## src/rtl/prefix_subtractor64_pkg.sv

```systemverilog
// sub64_pkg: shared constants and the stage-2 slice bundle for prefix_subtractor64.
//   WIDTH         operand width (64 only)
//   HALF          slice width (WIDTH/2)
//   SUB64_LATENCY number of register stages from operand capture to output
// Optional feature macro: SUB64_FLAGS_EN adds the sign bits that the zero/ovf
// flags need to the stage-2 bundle.
package sub64_pkg;

  localparam int WIDTH         = 64;
  localparam int HALF          = WIDTH / 2;
  localparam int SUB64_LATENCY = 3;

  // Everything stage 3 needs: the low slice result plus both speculative
  // upper-slice results, so stage 3 only has to do the carry select.
  typedef struct packed {
    logic [HALF-1:0] lo_sum;
    logic            lo_c;
    logic [HALF-1:0] up_sum0;
    logic            up_c0;
    logic [HALF-1:0] up_sum1;
    logic            up_c1;
`ifdef SUB64_FLAGS_EN
    logic            a_sign;
    logic            b_sign;
`endif
    logic            valid;
  } s2_t;

endpackage

```

## src/rtl/prefix_subtractor64_if.sv

```systemverilog
// prefix_subtractor64_if: operand/result bus of prefix_subtractor64.
//   in_valid/in_ready   input channel carrying A, B, bin
//   out_valid/out_ready output channel carrying DIFF, bout (and zero, ovf)
// Handshake: a beat transfers on a rising clock edge where valid & ready are
// both 1. On the output side out_valid/DIFF/bout stay stable while
// out_valid = 1 and out_ready = 0. in_ready is a combinational function of
// out_valid/out_ready, never of in_valid.
// modport master: the producer/consumer around the subtractor.
// modport slave : the subtractor itself.
// Optional feature macro: SUB64_FLAGS_EN adds zero and ovf.
interface prefix_subtractor64_if;
  import sub64_pkg::*;

  logic             in_valid;
  logic             in_ready;
  logic [WIDTH-1:0] A;
  logic [WIDTH-1:0] B;
  logic             bin;
  logic             out_valid;
  logic             out_ready;
  logic [WIDTH-1:0] DIFF;
  logic             bout;
`ifdef SUB64_FLAGS_EN
  logic             zero;
  logic             ovf;
`endif

  modport master (
`ifdef SUB64_FLAGS_EN
    input  zero, ovf,
`endif
    output in_valid, A, B, bin, out_ready,
    input  in_ready, out_valid, DIFF, bout
  );

  modport slave (
`ifdef SUB64_FLAGS_EN
    output zero, ovf,
`endif
    input  in_valid, A, B, bin, out_ready,
    output in_ready, out_valid, DIFF, bout
  );

endinterface

```

## src/rtl/prefix_subtractor64_sub32.sv

```systemverilog
// prefix_sub32: combinational 32-bit Kogge-Stone prefix adder slice.
//   a    32-bit addend
//   b    32-bit addend (the caller passes the already-inverted subtrahend)
//   cin  carry in
//   sum  32-bit sum a + b + cin
//   cout carry out of bit 31
module prefix_sub32
  import sub64_pkg::*;
(
  input  logic [HALF-1:0] a,
  input  logic [HALF-1:0] b,
  input  logic            cin,
  output logic [HALF-1:0] sum,
  output logic            cout
);

  localparam int LEVELS = $clog2(HALF);

  // g[k][i] is the group generate of bits [i : i-2^k+1] (clipped at bit 0);
  // after the last level g[LEVELS][i] is the carry into bit i+1.
  logic [HALF-1:0] g [0:LEVELS];
  logic [HALF-1:0] p [0:LEVELS];

  always_comb begin
    for (int k = 0; k <= LEVELS; k++) begin
      g[k] = '0;
      p[k] = '0;
    end
    g[0] = a & b;
    p[0] = a ^ b;
    // Fold cin into bit 0's generate so the prefix tree carries it for free.
    g[0][0] = (a[0] & b[0]) | ((a[0] ^ b[0]) & cin);
    for (int k = 0; k < LEVELS; k++) begin
      for (int i = 0; i < HALF; i++) begin
        int j;
        j = (i >= (1 << k)) ? i - (1 << k) : 0;
        if (i >= (1 << k)) begin
          g[k+1][i] = g[k][i] | (p[k][i] & g[k][j]);
          p[k+1][i] = p[k][i] & p[k][j];
        end else begin
          g[k+1][i] = g[k][i];
          p[k+1][i] = p[k][i];
        end
      end
    end
  end

  assign sum  = p[0] ^ {g[LEVELS][HALF-2:0], cin};
  assign cout = g[LEVELS][HALF-1];

endmodule

```

## src/rtl/prefix_subtractor64.sv

```systemverilog
// prefix_subtractor64: 3-stage pipelined 64-bit carry-select subtractor,
// DIFF = A - B - bin (mod 2^64), bout = 1 iff A < B + bin (unsigned).
//   clk    rising-edge clock
//   rst_n  asynchronous active-low reset
//   bus    prefix_subtractor64_if.slave: in_valid/in_ready/A/B/bin,
//          out_valid/out_ready/DIFF/bout (+ zero/ovf)
// Stages: S1 operand register (A, ~B, ~bin), S2 three 32-bit prefix slices
// (low, upper with cin=0, upper with cin=1), S3 carry select and output.
// All stages advance together when adv = ~out_valid | out_ready.
// Optional feature macro: SUB64_FLAGS_EN adds the zero and signed-overflow
// flags, computed in S3 from the final difference.
module prefix_subtractor64
  import sub64_pkg::*;
(
  input  logic                 clk,
  input  logic                 rst_n,
  prefix_subtractor64_if.slave bus
);

  logic adv;

  // Stage 1
  logic             s1_valid;
  logic [WIDTH-1:0] s1_a;
  logic [WIDTH-1:0] s1_nb;
  logic             s1_nbin;

  // Stage 2
  logic [HALF-1:0]  lo_sum, up_sum0, up_sum1;
  logic             lo_c, up_c0, up_c1;
  s2_t              s2_d, s2_q;

  // Stage 3
  logic [WIDTH-1:0] diff_sel;
  logic             bout_sel;
  logic             out_valid_q;
  logic [WIDTH-1:0] diff_q;
  logic             bout_q;
`ifdef SUB64_FLAGS_EN
  logic             zero_q;
  logic             ovf_q;
`endif

  assign adv          = ~out_valid_q | bus.out_ready;
  assign bus.in_ready = adv;

  // S1: the subtrahend and borrow are inverted here so the rest of the
  // datapath is a plain adder. Bubbles load the data registers too; only
  // s1_valid matters for them.
  always_ff @(posedge clk or negedge rst_n) begin
    if (!rst_n) begin
      s1_valid <= 1'b0;
      s1_a     <= '0;
      s1_nb    <= '0;
      s1_nbin  <= 1'b0;
    end else if (adv) begin
      s1_valid <= bus.in_valid;
      s1_a     <= bus.A;
      s1_nb    <= ~bus.B;
      s1_nbin  <= ~bus.bin;
    end
  end

  prefix_sub32 u_lo (
    .a    (s1_a[HALF-1:0]),
    .b    (s1_nb[HALF-1:0]),
    .cin  (s1_nbin),
    .sum  (lo_sum),
    .cout (lo_c)
  );

  prefix_sub32 u_up0 (
    .a    (s1_a[WIDTH-1:HALF]),
    .b    (s1_nb[WIDTH-1:HALF]),
    .cin  (1'b0),
    .sum  (up_sum0),
    .cout (up_c0)
  );

  prefix_sub32 u_up1 (
    .a    (s1_a[WIDTH-1:HALF]),
    .b    (s1_nb[WIDTH-1:HALF]),
    .cin  (1'b1),
    .sum  (up_sum1),
    .cout (up_c1)
  );

  always_comb begin
    s2_d         = '0;
    s2_d.lo_sum  = lo_sum;
    s2_d.lo_c    = lo_c;
    s2_d.up_sum0 = up_sum0;
    s2_d.up_c0   = up_c0;
    s2_d.up_sum1 = up_sum1;
    s2_d.up_c1   = up_c1;
`ifdef SUB64_FLAGS_EN
    s2_d.a_sign  = s1_a[WIDTH-1];
    s2_d.b_sign  = ~s1_nb[WIDTH-1];
`endif
    s2_d.valid   = s1_valid;
  end

  always_ff @(posedge clk or negedge rst_n) begin
    if (!rst_n) begin
      s2_q <= '0;
    end else if (adv) begin
      s2_q <= s2_d;
    end
  end

  // S3: a low-slice carry means "no borrow out of the low half", which picks
  // the cin=1 upper copy. Borrow out is the inverse of the final carry.
  always_comb begin
    diff_sel = {(s2_q.lo_c ? s2_q.up_sum1 : s2_q.up_sum0), s2_q.lo_sum};
    bout_sel = ~(s2_q.lo_c ? s2_q.up_c1 : s2_q.up_c0);
  end

  always_ff @(posedge clk or negedge rst_n) begin
    if (!rst_n) begin
      out_valid_q <= 1'b0;
      diff_q      <= '0;
      bout_q      <= 1'b0;
`ifdef SUB64_FLAGS_EN
      zero_q      <= 1'b0;
      ovf_q       <= 1'b0;
`endif
    end else if (adv) begin
      out_valid_q <= s2_q.valid;
      diff_q      <= diff_sel;
      bout_q      <= bout_sel;
`ifdef SUB64_FLAGS_EN
      zero_q      <= (diff_sel == '0);
      // Overflow only when the operand signs differ and the result's sign
      // departs from the minuend's.
      ovf_q       <= (s2_q.a_sign ^ s2_q.b_sign) &
                     (diff_sel[WIDTH-1] ^ s2_q.a_sign);
`endif
    end
  end

  assign bus.out_valid = out_valid_q;
  assign bus.DIFF      = diff_q;
  assign bus.bout      = bout_q;
`ifdef SUB64_FLAGS_EN
  assign bus.zero      = zero_q;
  assign bus.ovf       = ovf_q;
`endif

endmodule
```

## src/flat_wrapper.sv

```systemverilog
// flat-port wrapper written by rule: the top's interface ports become plain ports
module prefix_subtractor64_flat import sub64_pkg::*;
  (clk, rst_n, bus_in_valid, bus_A, bus_B, bus_bin, bus_out_ready, bus_in_ready, bus_out_valid, bus_DIFF, bus_bout);
  prefix_subtractor64_if bus_i ();
  input  logic clk;
  input  logic rst_n;
  input wire logic [$bits(bus_i.in_valid)-1:0] bus_in_valid;
  input wire logic [$bits(bus_i.A)-1:0] bus_A;
  input wire logic [$bits(bus_i.B)-1:0] bus_B;
  input wire logic [$bits(bus_i.bin)-1:0] bus_bin;
  input wire logic [$bits(bus_i.out_ready)-1:0] bus_out_ready;
  output wire logic [$bits(bus_i.in_ready)-1:0] bus_in_ready;
  output wire logic [$bits(bus_i.out_valid)-1:0] bus_out_valid;
  output wire logic [$bits(bus_i.DIFF)-1:0] bus_DIFF;
  output wire logic [$bits(bus_i.bout)-1:0] bus_bout;
  assign bus_i.in_valid = bus_in_valid;
  assign bus_i.A = bus_A;
  assign bus_i.B = bus_B;
  assign bus_i.bin = bus_bin;
  assign bus_i.out_ready = bus_out_ready;
  assign bus_in_ready = bus_i.in_ready;
  assign bus_out_valid = bus_i.out_valid;
  assign bus_DIFF = bus_i.DIFF;
  assign bus_bout = bus_i.bout;
  prefix_subtractor64 u_core (.clk(clk), .rst_n(rst_n), .bus(bus_i));
endmodule
```

## config.mk

```make
export PLATFORM = sky130hd
export DESIGN_NAME = prefix_subtractor64_flat
export DESIGN_NICKNAME = d
export VERILOG_FILES = /design/src/rtl/prefix_subtractor64_pkg.sv /design/src/rtl/prefix_subtractor64_if.sv /design/src/rtl/prefix_subtractor64_sub32.sv /design/src/rtl/prefix_subtractor64.sv /design/src/flat_wrapper.sv
export SDC_FILE = /design/constraint.sdc
export NUM_CORES = 1
export LEC_CHECK = 0
export CORE_MARGIN = 2
export CORE_UTILIZATION = 56
export DETAILED_ROUTE_END_ITERATION = 8
export PLACE_DENSITY = 0.81
export RECOVER_POWER = 50
export SLEW_MARGIN = 20
export SYNTH_ARGS = -nofsm -noshare
export SYNTH_HDL_FRONTEND = slang
export SYNTH_SLANG_ARGS = --single-unit
export TNS_END_PERCENT = 20
```

## constraint.sdc

```tcl
create_clock -name clk -period 3.46 [get_ports clk]
set_input_delay 0.865 -clock clk [delete_from_list [all_inputs] [get_ports clk]]
set_output_delay 0.865 -clock clk [all_outputs]
set_load 0.03 [all_outputs]
```

Word-level counts from Yosys, hierarchy flattened --
Index checks and enable logic that the tools add are counted.
Word-level totals: bits in registers 296, output and inout bits 67, word-level logic and storage cells 809
Cells by class: muxes and demuxes 2, bitwise operators 793
Operators with widths (count):
- $and 1x1->1 | 488
- $or 1x1->1 | 292
- $xor 32x32->32 | 5
- $and 32x32->32 | 2
- $not 64->64 | 1
- $mux 32 | 1
- $not 1->1 | 3
- $xor 1x1->1 | 2
- $mux 1 | 1

Logic depth before layout (Yosys ltp) --
Gate-level depths: netlist of the first run.
depth in word-level cells 13, mapped depth 11, depth with buffers taken out 11

Cells and area by module --
From an unflattened synthesis of the first run, not the netlist that was laid out.
Unflattened totals: cells, all modules 1509, area, all modules 17629.4 um2
By module, submodules not included:
- prefix_subtractor64 | instances 1, cells an instance 744, area each 12225.5 um2, sequential area each 7407.1 um2
- prefix_sub32 at u_core.u_lo ... | instances 2, cells an instance 257, area each 1815.5 um2, sequential area each 0.0 um2
- prefix_sub32 at u_core.u_up1 | instances 1, cells an instance 251, area each 1773.0 um2, sequential area each 0.0 um2

Worst setup path before layout of the first run --
OpenSTA, ideal clock, no wires.
path type input to output, from in bus_out_ready, to out bus_in_ready, arrival time 1.970 ns, required time 2.595 ns, setup slack 0.625 ns, stages 5, cells stage by stage nor2b_1 > clkbuf_1 > inv_1 > clkbuf_1 > clkbuf_1
Between the ends: cells in the longest elaborated chain, start to end 1
RTL lines:
- start, declared | line flat_wrapper.sv:11 | input wire logic [$bits(bus_i.out_ready)-1:0] bus_out_ready;
- $or 1x1->1 | line prefix_subtractor64.sv:44 | assign adv = ~out_valid_q | bus.out_ready;
- end, declared | line flat_wrapper.sv:12 | output wire logic [$bits(bus_i.in_ready)-1:0] bus_in_ready;
No other way between the ends.

Worst setup path after layout of the first run --
Ends and elaborated chain as after synthesis.

==> impl_metrics.ini, run 1 <==
[synthesis]
synth-seq-cells = 296
avgSynthCellArea_um2 = 8.72
ys.flop_type = dfrtp_1
synth_largest_area_cell = dfrtp_1
synthTopCellsByArea = dfrtp_1 48%, nand2_1 10%, a21oi_1 7.0%
synth_cell_type_count = 65
synth_cells = 1760
synth_top_area_share = 0.482
netlist_area_um2 = 15400
synth-seq-area-share = 0.482
async_flop_share = 1.00
synth_top_cells_by_count = 417 x nand2_1, 296 x dfrtp_1, 214 x a21oi_1
syn_nets = 1961
post-synth-top-count-cell = nand2_1
yosysWarnings = 0
synth-edff-count = 0

[die]
fp.dieW_um = 170
placementRows = 60
fp.dieArea_um2 = 28800
num_io_pins = 200
initial_core_util = 0.570
core_area_um2 = 27000
fp.dieH_um = 170

[worst_setup_path]
r2r_cells = 8
crit_chain = dlygate4sd3_1, nor2b_4, clkinvlp_2, clkdlybuf4s50_1
cp-start-kind = input pin
critical_path_class = in2out
r2r-start = u_core.s1_nbin$_DFFE_PN0P_
required_ns = 2.59
crit_arrival_ns = 2.41
r2r_slack_ns = 0.38
end_kind = primary output
worstReg2RegEnd = u_core.diff_sel[28]$_DFFE_PN0P_
cp_slowest_stage_delay_ns = 0.63
worstPathMaxFanout = 2
cpMaxStageDelayCell = clkdlybuf4s50_1

[pwr]
leakagePower_uw = 0.00828
p_per_area_nw_per_um2 = 970
irDropWorstVdd_uv = 407

[global_route]
track_usage = 0.282
grt_pass1_vias = 12465
grt_pass1_wl_um = 64800
antenna_found_initial = 1
grt_max_degree = 211
gr-total-overflow = 0

[sta]
fin_crit_sh = 0.947
fmax_ghz = 0.305
final.setup.tns_ns = 0
finalSetupViolations = 0
worst_pin_slew_ns = 2.01
hold_violations = 0
slew_headroom = -0.341
fin_hold_ws_ns = 0.463
setup_slack_ns = 0.183
rsz0062_at_grt = no
slew_violations = 80
period_needed_ns = 3.28
final.setup_skew_ns = 0.00915

[detailed_routing]
top_layer = met4
drt_iter0_drc = 1412
vias = 13120
drt_first_pass_iters = 5
post_drt_wl_per_cell_um = 17.8
met3_wirelength_um = 2850
drc_errors = 0
wl_met1_um = 19000
routed_wl_um = 40300
final_antenna_net_count = 0
vias_per_cell = 5.79
wl_met2_um = 17800

[final_layout]
fin_area_um2 = 18500
syn2layout_area_growth_pct = 20.6
fin_nets = 2105
drive_gt1_frac = 0.0463

[run_status]
violations = capacitance limit, slew limit
status = finished, violations left

[worst_hold_path]
timing.hold.worst.start = u_core.s2_q[0]$_DFFE_PN0P_
hp-class = reg2reg
hold_depth = 2
holdPathEnd = u_core.s2_q[0]$_DFFE_PN0P_

[place]
port_buffers = 199
place_congestion = 0.982
placed_area_um2 = 17600
dp_hpwl_um = 29300
pre_cts_ws_ns = 0.417

[clocking]
postCtsHoldBufs = 0
clockBufferDepth = 3
numCtsBuffers = 31
post_cts_buffers = 0
cts.sinks = 296
clk_latency_ns = 0.58
htree_levels = 1
tritoncts = built
clk_pin_slew_ns = 0.06
cts-root-buf = clkbuf_16
cts_resized = 0

[job]
maxCapViolations = 1
-- logic make-up (layout without fill, tap and decap cells) --
group                    after synthesis  after routing  synth area share
XOR/XNOR                              80             80            0.0456
adder cells (fa/ha/maj)               68             68            0.0574
multiplexers                          36             36            0.0236
AND/OR/NAND/NOR                      706            706             0.187
AO/OA/AOI/OAI                        444            444             0.171
buffers and inverters                130            294            0.0331
flip-flops                           296            296             0.482
other                                  0              1                 0
-- layout by cell type, fill, tap and decap left out, drive strengths merged, types with 8 or more instances in the layout --
master	instances
xor2	41
o31ai	8
a31oi	16
a221oi	8
clkdlybuf4s50	197
mux2i	35
nor3	23
buf	13
a21oi	215
nand4	25
dfrtp	296
o21bai	10
o21ai	101
a211oi	10
xnor2	39
nand3	14
nor2	190
clkbuf	48
inv	25
a21o	25
nand2	417
ha	64
-- worst max-delay path: cells and delay by family --
family | cells | cell delay, ns
buffers and inverters | 3 | 1.39
AND/OR/NAND/NOR | 1 | 0.16
-- layer usage --
| metal | global-route usage | up-vias |
|---|---|---|
| met3 | 0.0345 | 41 |
| li1 | - | 6296 |
| met2 | 0.428 | 495 |
| met5 | 0 | - |
| met4 | 0.0535 | 0 |
| met1 | 0.438 | 6288 |
-- where the power goes --
group | internal, uW | total, uW | leakage, uW | switching [uW]
registers | 4860 | 5770 | 0.00344 | 915
clock network | 1870 | 3250 | 0.000476 | 1380
logic | 3440 | 8930 | 0.00436 | 5490
-- registers in the layout (all words and copies together) (netlist names) --
signal,count
u_core.s2_q,68
u_core.diff_sel,32
u_core.bus.DIFF,64
u_core.s1_nbin,1
u_core.bus.bout,1
u_core.s1_valid,1
u_core.bus.out_valid,1
u_core.s1_nb,64
u_core.s1_a,64
-- final cells by class --
class / instances / area (um2)
Antenna cell: 1 / 2.50
Clock buffer: 42 / 847
Clock inverter: 11 / 140
Fill cell: 2154 / 8440
Inverter: 24 / 91.3
Multi-Input combinational cell: 1334 / 7440
Sequential cell: 296 / 7410
Tap cell: 341 / 427
Timing Repair Buffer: 217 / 2150
-- through the flow --
stage                     utilization  power (uW)  instances
after floorplan                     -       11600       1760
after global placement          0.652       14300       2212
after detailed placement        0.652       14600       2212
after CTS                       0.689       17900       2265
after global routing            0.687       19100       2266
final                           0.687       18000       2266
-- worst max path at each step --
stage | from | endpoint | slack, ns | depth (start not counted)
after floorplan | bus_out_ready | bus_in_ready | 0.63 | 5
after global placement | bus_out_ready | bus_in_ready | 0.44 | 4
after detailed placement | bus_out_ready | u_core.s2_q[25]$_DFFE_PN0P_ | 0.42 | 8
after CTS | u_core.s1_nbin$_DFFE_PN0P_ | u_core.diff_sel[28]$_DFFE_PN0P_ | 0.41 | 8
after global routing | bus_out_ready | bus_in_ready | 0.13 | 4
final | bus_out_ready | bus_in_ready | 0.18 | 4
Note: power is estimated with default switching activity, not from simulation.
==> run 2, diff against run 1 <==
CELL_PAD_IN_SITES_DETAIL_PLACEMENT = 1   (was default)
CELL_PAD_IN_SITES_GLOBAL_PLACEMENT = 1   (was default)
CORE_UTILIZATION = 44   (was 56)
CTS_BUF_LIST = sky130_fd_sc_hd__clkbuf_4 sky130_fd_sc_hd__clkbuf_8   (was default)
CTS_CLUSTER_DIAMETER = 40   (was default)
PLACE_DENSITY = default   (was 0.81)
PLACE_DENSITY_LB_ADDON = 0.1   (was default)
==> impl_metrics.ini, run 2 (same netlist as run 1, synthesis figures left out) <==
[pwr]
finalPower_uw = 18600
irDropWorstVdd_uv = 831
leakagePower_uw = 0.00846
p_per_area_nw_per_um2 = 983

[worst_setup_path]
end_kind = primary output
crit_chain = dlygate4sd3_1, nor2b_4, clkinvlp_2, clkdlybuf4s50_1
cp_slowest_stage_delay_ns = 0.62
required_ns = 2.59
critical_path_class = in2out
cp-startpoint = bus_out_ready
crit_arrival_ns = 2.40
r2r_slack_ns = 0.31
cp-start-kind = input pin
cpMaxStageDelayCell = clkdlybuf4s50_1
endpoint = bus_in_ready
worstPathMaxFanout = 2
r2r_cells = 8
worstReg2RegEnd = u_core.diff_sel[28]$_DFFE_PN0P_
r2r-start = u_core.s1_nbin$_DFFE_PN0P_

[die]
fp.dieArea_um2 = 36400
num_io_pins = 200
fp.dieW_um = 191
fp.dieH_um = 191
initial_core_util = 0.446
core_area_um2 = 34500
placementRows = 68

[detailed_routing]
drt_iter0_drc = 608
drt_first_pass_iters = 5
vias = 13078
final_antenna_net_count = 0
post_drt_wl_per_cell_um = 18.2
routed_wl_um = 44100
vias_per_cell = 5.40
drc_errors = 0

[place]
placed_area_um2 = 17700
port_buffers = 199
dp_hpwl_um = 32200
place_congestion = 0.919
pre_cts_ws_ns = 0.350

[final_layout]
fin_nets = 2130
fin_area_um2 = 18900
largest_reg_flops = 68
syn2layout_area_growth_pct = 23.2
final_common_cell = nand2_1
mostFrequentLayoutCells = 417 x nand2_1, 295 x dfrtp_1, 214 x a21oi_1
fin_util = 0.549
largest_register = u_core.s2_q
diodes = 0
drive_gt1_frac = 0.0707

[run_status]
status = finished, violations left
violations = capacitance limit, slew limit

[sta]
slew_headroom = -0.459
final.setup.tns_ns = 0
fmax_ghz = 0.306
fin_crit_sh = 0.945
rsz0062_at_grt = no
worst_pin_slew_ns = 2.19
setup_slack_ns = 0.192
period_needed_ns = 3.27
final.setup_skew_ns = 0.0210
finalSetupViolations = 0
slew_violations = 84
hold_violations = 0

[clocking]
postCtsHoldBufs = 0
clockBufferDepth = 3
tritoncts = built
post_cts_buffers = 0
clk_latency_ns = 0.62
cts.sinks = 296
cts-root-buf = clkbuf_8
htree_levels = 2
numCtsBuffers = 55
cts_resized = 0
clk_pin_slew_ns = 0.05

[global_route]
gr-total-overflow = 0
grt_pass1_wl_um = 71200
grt_max_degree = 211
antenna_found_initial = 0
track_usage = 0.246
grt_pass1_vias = 13455

[job]
maxCapViolations = 1

[worst_hold_path]
hp-class = reg2reg
==> run 2: changes by cell type in the layout (fill, tap and decap cells not counted), moves of 2 or more <==
cell,change
buf_12,+2
buf_4,+2
bufinv_16,+3
clkbuf_1,-7
clkbuf_16,-31
clkbuf_2,-4
clkbuf_4,+18
clkbuf_8,+61
clkinv_2,+3
clkinv_4,-2
==> run 2: area by class of cell <==
class | instances | area, um2
flip-flops and latches | 296 | 7410
multi-input cells | 1334 | 7440
clock inverters | 13 | 203
well taps | 455 | 569
clock buffers | 82 | 1020
inverters | 24 | 91.3
repair buffers | 218 | 2190
fillers | 4023 | 15500
==> run 2: power by group <==
part,leakage (uW),switching [uW],internal (uW)
clock network,0.000644,1480,2240
registers,0.00344,915,4860
logic,0.00437,5630,3460
total,0.00846,8030,10600
==> run 2: stage by stage <==
stage,instances,hold WS [ns]
floorplan,1760,0.430
global placement,2327,0.443
detailed placement,2327,0.450
CTS,2422,0.255
global route,2422,0.482
finish,2422,0.458
==> run 2: worst max-delay path, delay by kind of cell <==
family	cells	cell delay, ns
buffers and inverters	3	1.37
and+or+nand+nor	1	0.17
==> run 2: worst min-delay path by stage <==
stage                                from                          endpoint  slack, ns  cells after the start
2_1_floorplan  u_core.s2_q[0]$_DFFE_PN0P_        u_core.s2_q[0]$_DFFE_PN0P_       0.43                      2
3_3_place_gp   u_core.s2_q[0]$_DFFE_PN0P_  u_core.bus.out_valid$_DFFE_PN0P_       0.44                      1
3_5_place_dp   u_core.s2_q[0]$_DFFE_PN0P_        u_core.s2_q[0]$_DFFE_PN0P_       0.45                      2
4_1_cts                             rst_n    u_core.diff_sel[9]$_DFFE_PN0P_       0.26                      1
5_1_grt        u_core.s2_q[0]$_DFFE_PN0P_  u_core.bus.out_valid$_DFFE_PN0P_       0.48                      1
6_report       u_core.s2_q[0]$_DFFE_PN0P_        u_core.s2_q[0]$_DFFE_PN0P_       0.46                      2
==> run 2: per-layer routing <==
layer  vias up  wire length (um)  global-route usage
met5         -                 0                   0
met4         0               711              0.0549
met3        58              2290              0.0421
met2       315             18800               0.363
met1      6346             22300               0.375
li1       6359                 -                   -
